### src/rtl/mc_pkg.sv
// mc_pkg: encodings shared by the multicycle and pipelined MIPS-subset
// control units. It holds the opcode constants, the controller state codes
// and the ALU-op, ALU-B-select and PC-source field encodings.
package mc_pkg;

   localparam logic [5:0] OP_RTYPE = 6'b000000;
   localparam logic [5:0] OP_LW    = 6'b100011;
   localparam logic [5:0] OP_SW    = 6'b101011;
   localparam logic [5:0] OP_BEQ   = 6'b000100;
   localparam logic [5:0] OP_NOP   = 6'b100000;
   localparam logic [5:0] OP_J     = 6'b000010;

   typedef enum logic [3:0] {
      S_IDLE     = 4'd0,
      S_FETCH    = 4'd1,
      S_DECODE   = 4'd2,
      S_MEM_ADDR = 4'd3,
      S_MEM_RD   = 4'd4,
      S_MEM_WB   = 4'd5,
      S_MEM_WR   = 4'd6,
      S_EXEC     = 4'd7,
      S_R_WB     = 4'd8,
      S_BRANCH   = 4'd9,
      S_JUMP     = 4'd10
   } state_t;

   typedef enum logic [1:0] {
      ALU_ADD   = 2'b00,
      ALU_SUB   = 2'b01,
      ALU_FUNCT = 2'b10
   } alu_op_t;

   typedef enum logic [1:0] {
      SRCB_B       = 2'b00,
      SRCB_FOUR    = 2'b01,
      SRCB_IMM     = 2'b10,
      SRCB_IMM_SH2 = 2'b11
   } alu_src_b_t;

   typedef enum logic [1:0] {
      PCSRC_ALU    = 2'b00,
      PCSRC_ALUOUT = 2'b01,
      PCSRC_JUMP   = 2'b10
   } pc_source_t;

endpackage

### src/rtl/mc_control_wait_timer.sv
// mc_wait_timer: memory-wait watchdog counter.
// Ports:
//   clk, rst_n : clock, asynchronous active-low reset (counter -> 0)
//   clear      : zero the counter on the next edge (wins over waiting)
//   waiting    : a cycle spent waiting for mem_ready; counter increments
//   expired    : waiting in the TIMEOUT-th consecutive wait cycle
// TIMEOUT = 0 disables the watchdog (expired is held 0).
module mc_wait_timer #(
   parameter int unsigned TIMEOUT = 16
) (
   input  logic clk,
   input  logic rst_n,
   input  logic clear,
   input  logic waiting,
   output logic expired
);

   localparam int unsigned CW = (TIMEOUT > 2) ? $clog2(TIMEOUT) : 1;

   logic [CW-1:0] cnt_q, cnt_d;

   always_comb begin
      cnt_d = cnt_q;
      if (clear)
         cnt_d = '0;
      else if (waiting)
         cnt_d = cnt_q + CW'(1);
   end

   // The counter is 0 in the first wait cycle, so TIMEOUT-1 marks the last one.
   always_comb begin
      expired = (TIMEOUT != 0) && waiting && (cnt_q == CW'(TIMEOUT - 1));
   end

   always_ff @(posedge clk or negedge rst_n) begin
      if (!rst_n)
         cnt_q <= '0;
      else
         cnt_q <= cnt_d;
   end

endmodule

### src/rtl/mc_control.sv
// mc_control: multicycle controller FSM for the MIPS-subset datapath
// (RTYPE, LW, SW, BEQ, NOP; J when built with JUMP_EN defined).
//
// Ports:
//   clk, rst_n      : clock (rising edge), asynchronous active-low reset
//   opcode          : IR[31:26]
//   zero            : ALU zero flag (BEQ decision)
//   mem_ready       : memory completes the current access this cycle
//   pc_write, pc_source, iord, mem_read, mem_write, ir_write, reg_dst,
//   mem_to_reg, reg_write, alu_src_a, alu_src_b, alu_op : datapath controls
//   instr_done      : pulse when an instruction retires
//   illegal         : pulse on an unrecognised opcode in DECODE
//   mem_err         : pulse on a watchdog abort of a memory wait
//   retired         : retired-instruction count (wraps)
//   state           : current state code (debug)
// Parameters: TIMEOUT (memory-wait watchdog, 0 = off), RET_W (retired width).
// Build option: JUMP_EN enables the J instruction and the JUMP state.
module mc_control
   import mc_pkg::*;
#(
   parameter int unsigned TIMEOUT = 16,
   parameter int unsigned RET_W   = 32
) (
   input  logic             clk,
   input  logic             rst_n,
   input  logic [5:0]       opcode,
   input  logic             zero,
   input  logic             mem_ready,
   output logic             pc_write,
   output logic             iord,
   output logic             mem_read,
   output logic             mem_write,
   output logic             ir_write,
   output logic             reg_dst,
   output logic             mem_to_reg,
   output logic             reg_write,
   output logic             alu_src_a,
   output logic [1:0]       alu_src_b,
   output logic [1:0]       alu_op,
   output logic [1:0]       pc_source,
   output logic             instr_done,
   output logic             illegal,
   output logic             mem_err,
   output logic [RET_W-1:0] retired,
   output logic [3:0]       state
);

   state_t           state_q, state_d;
   logic [RET_W-1:0] retired_q;
   logic             waiting, expired, tmr_clear;

   // Kept apart from the FSM block so that expired does not feed back into
   // the process that consumes it.
   assign waiting = ((state_q == S_FETCH) || (state_q == S_MEM_RD) ||
                     (state_q == S_MEM_WR)) && !mem_ready;

   // A timeout in FETCH stays in FETCH, so mem_err must clear explicitly.
   assign tmr_clear = (state_d != state_q) || mem_ready || mem_err;

   mc_wait_timer #(.TIMEOUT(TIMEOUT)) u_wait_timer (
      .clk     (clk),
      .rst_n   (rst_n),
      .clear   (tmr_clear),
      .waiting (waiting),
      .expired (expired)
   );

   always_comb begin
      state_d    = state_q;
      pc_write   = 1'b0;
      iord       = 1'b0;
      mem_read   = 1'b0;
      mem_write  = 1'b0;
      ir_write   = 1'b0;
      reg_dst    = 1'b0;
      mem_to_reg = 1'b0;
      reg_write  = 1'b0;
      alu_src_a  = 1'b0;
      alu_src_b  = SRCB_B;
      alu_op     = ALU_ADD;
      pc_source  = PCSRC_ALU;
      instr_done = 1'b0;
      illegal    = 1'b0;
      mem_err    = 1'b0;
      case (state_q)
         S_IDLE: state_d = S_FETCH;
         S_FETCH: begin
            mem_read  = 1'b1;
            alu_src_b = SRCB_FOUR;
            if (mem_ready) begin
               ir_write = 1'b1;
               pc_write = 1'b1;
               state_d  = S_DECODE;
            end else if (expired) begin
               mem_err = 1'b1;
            end
         end
         S_DECODE: begin
            alu_src_b = SRCB_IMM_SH2;
            case (opcode)
               OP_LW, OP_SW: state_d = S_MEM_ADDR;
               OP_RTYPE:     state_d = S_EXEC;
               OP_BEQ:       state_d = S_BRANCH;
               OP_NOP: begin
                  instr_done = 1'b1;
                  state_d    = S_FETCH;
               end
`ifdef JUMP_EN
               OP_J:         state_d = S_JUMP;
`endif
               default: begin
                  illegal = 1'b1;
                  state_d = S_FETCH;
               end
            endcase
         end
         S_MEM_ADDR: begin
            alu_src_a = 1'b1;
            alu_src_b = SRCB_IMM;
            state_d   = (opcode == OP_LW) ? S_MEM_RD : S_MEM_WR;
         end
         S_MEM_RD: begin
            mem_read = 1'b1;
            iord     = 1'b1;
            if (mem_ready) begin
               state_d = S_MEM_WB;
            end else if (expired) begin
               mem_err = 1'b1;
               state_d = S_FETCH;
            end
         end
         S_MEM_WB: begin
            reg_write  = 1'b1;
            mem_to_reg = 1'b1;
            instr_done = 1'b1;
            state_d    = S_FETCH;
         end
         S_MEM_WR: begin
            mem_write = 1'b1;
            iord      = 1'b1;
            if (mem_ready) begin
               instr_done = 1'b1;
               state_d    = S_FETCH;
            end else if (expired) begin
               mem_err = 1'b1;
               state_d = S_FETCH;
            end
         end
         S_EXEC: begin
            alu_src_a = 1'b1;
            alu_op    = ALU_FUNCT;
            state_d   = S_R_WB;
         end
         S_R_WB: begin
            reg_write  = 1'b1;
            reg_dst    = 1'b1;
            instr_done = 1'b1;
            state_d    = S_FETCH;
         end
         S_BRANCH: begin
            alu_src_a  = 1'b1;
            alu_op     = ALU_SUB;
            pc_source  = PCSRC_ALUOUT;
            pc_write   = zero;
            instr_done = 1'b1;
            state_d    = S_FETCH;
         end
`ifdef JUMP_EN
         S_JUMP: begin
            pc_write   = 1'b1;
            pc_source  = PCSRC_JUMP;
            instr_done = 1'b1;
            state_d    = S_FETCH;
         end
`endif
         default: state_d = S_FETCH;
      endcase
   end

   always_ff @(posedge clk or negedge rst_n) begin
      if (!rst_n) begin
         state_q   <= S_IDLE;
         retired_q <= '0;
      end else begin
         state_q <= state_d;
         if (instr_done)
            retired_q <= retired_q + RET_W'(1);
      end
   end

   assign retired = retired_q;
   assign state   = state_q;

endmodule

### config.mk
export PLATFORM = sky130hd
export DESIGN_NAME = mc_control
export DESIGN_NICKNAME = d
export VERILOG_FILES = /design/src/rtl/mc_pkg.sv /design/src/rtl/mc_control_wait_timer.sv /design/src/rtl/mc_control.sv
export SDC_FILE = /design/constraint.sdc
export NUM_CORES = 1
export LEC_CHECK = 0
export CORE_MARGIN = 5
export CORE_UTILIZATION = 53
export CTS_CLUSTER_SIZE = 24
export DETAILED_ROUTE_END_ITERATION = 8
export PLACE_DENSITY_LB_ADDON = 0.2
export SYNTH_ARGS = -nofsm -noshare
export SYNTH_HDL_FRONTEND = slang
export SYNTH_SLANG_ARGS = --single-unit
### constraint.sdc
create_clock -name clk -period 3.8 [get_ports clk]
set_clock_uncertainty 0.05 [all_clocks]
set_input_delay 0.95 -clock clk [delete_from_list [all_inputs] [get_ports clk]]
set_output_delay 0.95 -clock clk [all_outputs]
set_load 0.01 [all_outputs]
==> results by group <==
Power and ir drop
  – NetSw: 511.0 uW
  – Combinational power share: 37.7%
  – Maximum vdd drop: 0.0004513 V
  – Final Power: about 1.5 mW
  – Cell Int Power: 964.3 uW
  – Switching share of total power: 34.64%
  – P per Cell Area: 465.1 nW/um^2
  – Clock power frac: ~23%
  – Lkg Pwr: ~1.4 nW
  – Flop pwr share: 39.2%

Synth
  – Number of flops mapped to enable cells by yosys: 0
  – Syn_area_per_cell: 10.66 sq um
  – Asr flop ratio synth: 100.0%
  – Syn Nets: about 240
  – Post-synth top area cell: dfrtp_1
  – Unique cell type count in the Yosys netlist: 46
  – Post-Synth Simple-Gate Area: roughly a fifth
  – Synth Area in XOR/XNOR: 12.56%
  – Yosys top cell area share: roughly 41%
  – Main synth FF type: dfrtp_1
  – Seq cells post-synth: 40
  – Gate Count Post-Synth: approximately 230
  – Synth cell count leaders: 40 x dfrtp_1, 31 x xor2_1, 19 x nand3_1, 16 x a2111oi_2, 13 x nand2_1
  – Largest family of logic cells by synthesized area: simple AND/OR/NAND/NOR gates
  – Post-synthesis mux area share: 0.4613%
  – Post-synthesis sequential area ratio: 41.00%
  – Most frequent cell after synthesis: dfrtp_1
  – Synth Area in Adders: 1.025%
  – Synthesized cell area: 2441 sq um
  – Compound-cell area share of the yosys netlist: 19.53%
  – Area contributors post-synth: dfrtp_1 41%, xor2_1 11%, a2111oi_2 9.8%
  – Yosys warnings: 0

Critical path
  – CP endpoint kind: output port
  – Critical path required time: 2800 ps
  – Worst EP arrival: 2640 ps
  – Critical R2R Capture: retired[2]
  – Startpoint Class: input pin
  – Critical path class: input pin to output port
  – Reg2Reg Setup Slack: 1550 ps
  – CP Max Fanout: 4
  – RR Startpoint: state[0]
  – Worst reg2reg path depth: 5

Hold path
  – Worst hold path class: flop to flop
  – Hold endpoint: u_wait_timer.cnt_q[0]
  – HP Start: u_wait_timer.cnt_q[0]
  – Hold depth: 1

Placement
  – Post-DP HPWL: 3868 microns
  – DP Cell Count: ~330
  – Port Buffers: 62
  – GPL Wtd Cong: 0.7942

Cells and area
  – Layout area overhead: 29.93%
  – Fill cells: ~330
  – Ant diodes: 0
  – Fin cells: between 300 and 400
  – Share of cells above drive strength 1: 12.20%
  – Nets: roughly 300
  – Final core area utilization: 71.85%

STA
  – Final period utilization: 95.80%
  – Setup TNS: 0 ps
  – Fin crit period: 3640 ps
  – Max-slew headroom: 41.86%
  – Unrepaired setup endpoints after global routing: false
  – WHS: between 400 and 500 ps
  – Slew @ Worst Pin: 872.1 ps
  – Final setup fails: 0
  – Final Hold Viols: 0
  – Slew Viols, Final: 0
  – FMAX: 274.7 MHz

Global routing
  – Gr usage total: 18.82%
  – Initial antenna violation count: 0
  – Overflow after GRT: 0
  – First-pass GRT wire length: ~9500 microns
  – Pin count of the biggest net entering global routing: a little over 40
  – Vias in the first global route: 1907

Floorplan
  – Total Die Area: just over 6000 sq um
  – I/O Pins: 64
  – Die span in y: 77.87 microns
  – Initial Util: between 50% and 60%
  – Die X: between 70 and 80 microns
  – Core area: 4414 sq um
  – Rows: 24

Route
  – 1st-pass router iterations: 4
  – Vias: around 2000
  – Final wirelength: approximately 5500 microns
  – DRC violations left: 0
  – Drt wl/cell: between 15 and 20 microns
  – Remaining antenna violation count: 0
  – Vias per cell: 5.867
  – Initial DRC Count: 139

Clocking
  – Num CTS Buffers: 5
  – Clk_lat worst skew: ~290 ps
  – CTS Root Cell: clkbuf_8
  – Clock transition at the registers of the reported paths: 70 ps
  – CTS resizes: 0
  – Post-CTS Repair Setup Buffers: 0
  – Longest Clk Path Bufs: 2
  – Htree depth: 2
  – Clock sink count: 40
  – TritonCTS clock tree: yes
  – Hold Buf Count CTS: 0

Flow run
  – Max-Cap Viols: 0

Outcome
  – Outcome: finished clean
critical path, stage by stage:
cell	delay, ps
clkdlybuf4s50_1	460
nor3_1	310
nand4_2	170
nand2_1	190
clkdlybuf4s50_1	570
cell type report:
class	count	area [sq um]	area share [%]
clock inverter	2	35.03	1.105
sequential	40	1001	31.56
timing repair buffer	66	645.6	20.36
tap	52	65.06	2.051
clock buffer	6	72.57	2.288
inverter	5	18.77	0.5917
multi-input combinational	168	1334	42.05
sequential cells by signal, indices dropped and copies added, names as in the netlist:
name / flops
retired: 32
state: 4
u_wait_timer.cnt_q: 4
kinds of logic after synthesis:
| group | Yosys count |
|---|---|
| muxes | 1 |
| xor gates and xnor gates | 35 |
| and+or+nand+nor | 85 |
| buffers and inverters | 21 |
| other | 1 |
| AOI/OAI and AO/OA | 44 |
| adders and majority gates | 2 |
| DFF | 40 |
how the worst max path moves through the flow:
stage              start  slack, ps         end
2_1_floorplan  opcode[1]       1080  instr_done
3_3_place_gp   opcode[1]        180  instr_done
3_5_place_dp   opcode[1]        170  instr_done
4_1_cts        opcode[1]        160  instr_done
5_1_grt        opcode[1]         20  instr_done
6_report       opcode[1]        160  instr_done
through the flow:
step / instance area [sq um] / setup WS (ps)
after global routing: 3172 / 22.59
final: 3172 / 159.7
after global placement: 3064 / 177.6
after floorplan: 2441 / 1084
after CTS: 3172 / 156.5
after detailed placement: 3064 / 168.6
placed cells by master, fill, tap and decap left out, types with 3 or more instances in the layout:
master and n:
and3_1 7, clkdlybuf4s50_1 61, nor2b_1 5, nand3_1 19, a21oi_1 4, xnor2_1 4, nand2b_1 4, clkbuf_8 5
nand2_1 13, buf_4 4, a211oi_1 8, xor2_1 31, a2111oi_2 16, inv_1 5, dfrtp_1 40, o21a_1 3
nand4_1 5, nor2_1 10, and4_1 5, nor3_1 5
power groups by stage:
| stage | clock network (mW) | logic, mW | registers, mW |
|---|---|---|---|
| after detailed placement | 0 | 0.560 | 0.584 |
| after global routing | 0.367 | 0.600 | 0.589 |
| after global placement | 0 | 0.552 | 0.579 |
| after floorplan | 0 | 0.327 | 0.548 |
| after CTS | 0.344 | 0.562 | 0.576 |
| final | 0.341 | 0.556 | 0.578 |
layer usage:
metal  wire length, microns  global-route usage [%]  vias to the layer above
met2                   2639                   28.30                       49
met4                     49                   3.952                        0
met5                      0                       0                        -
met3                    262                   4.398                        4
met1                   2549                   27.64                      977
li1                       -                       -                      959
(Power assumes the default switching activity.)
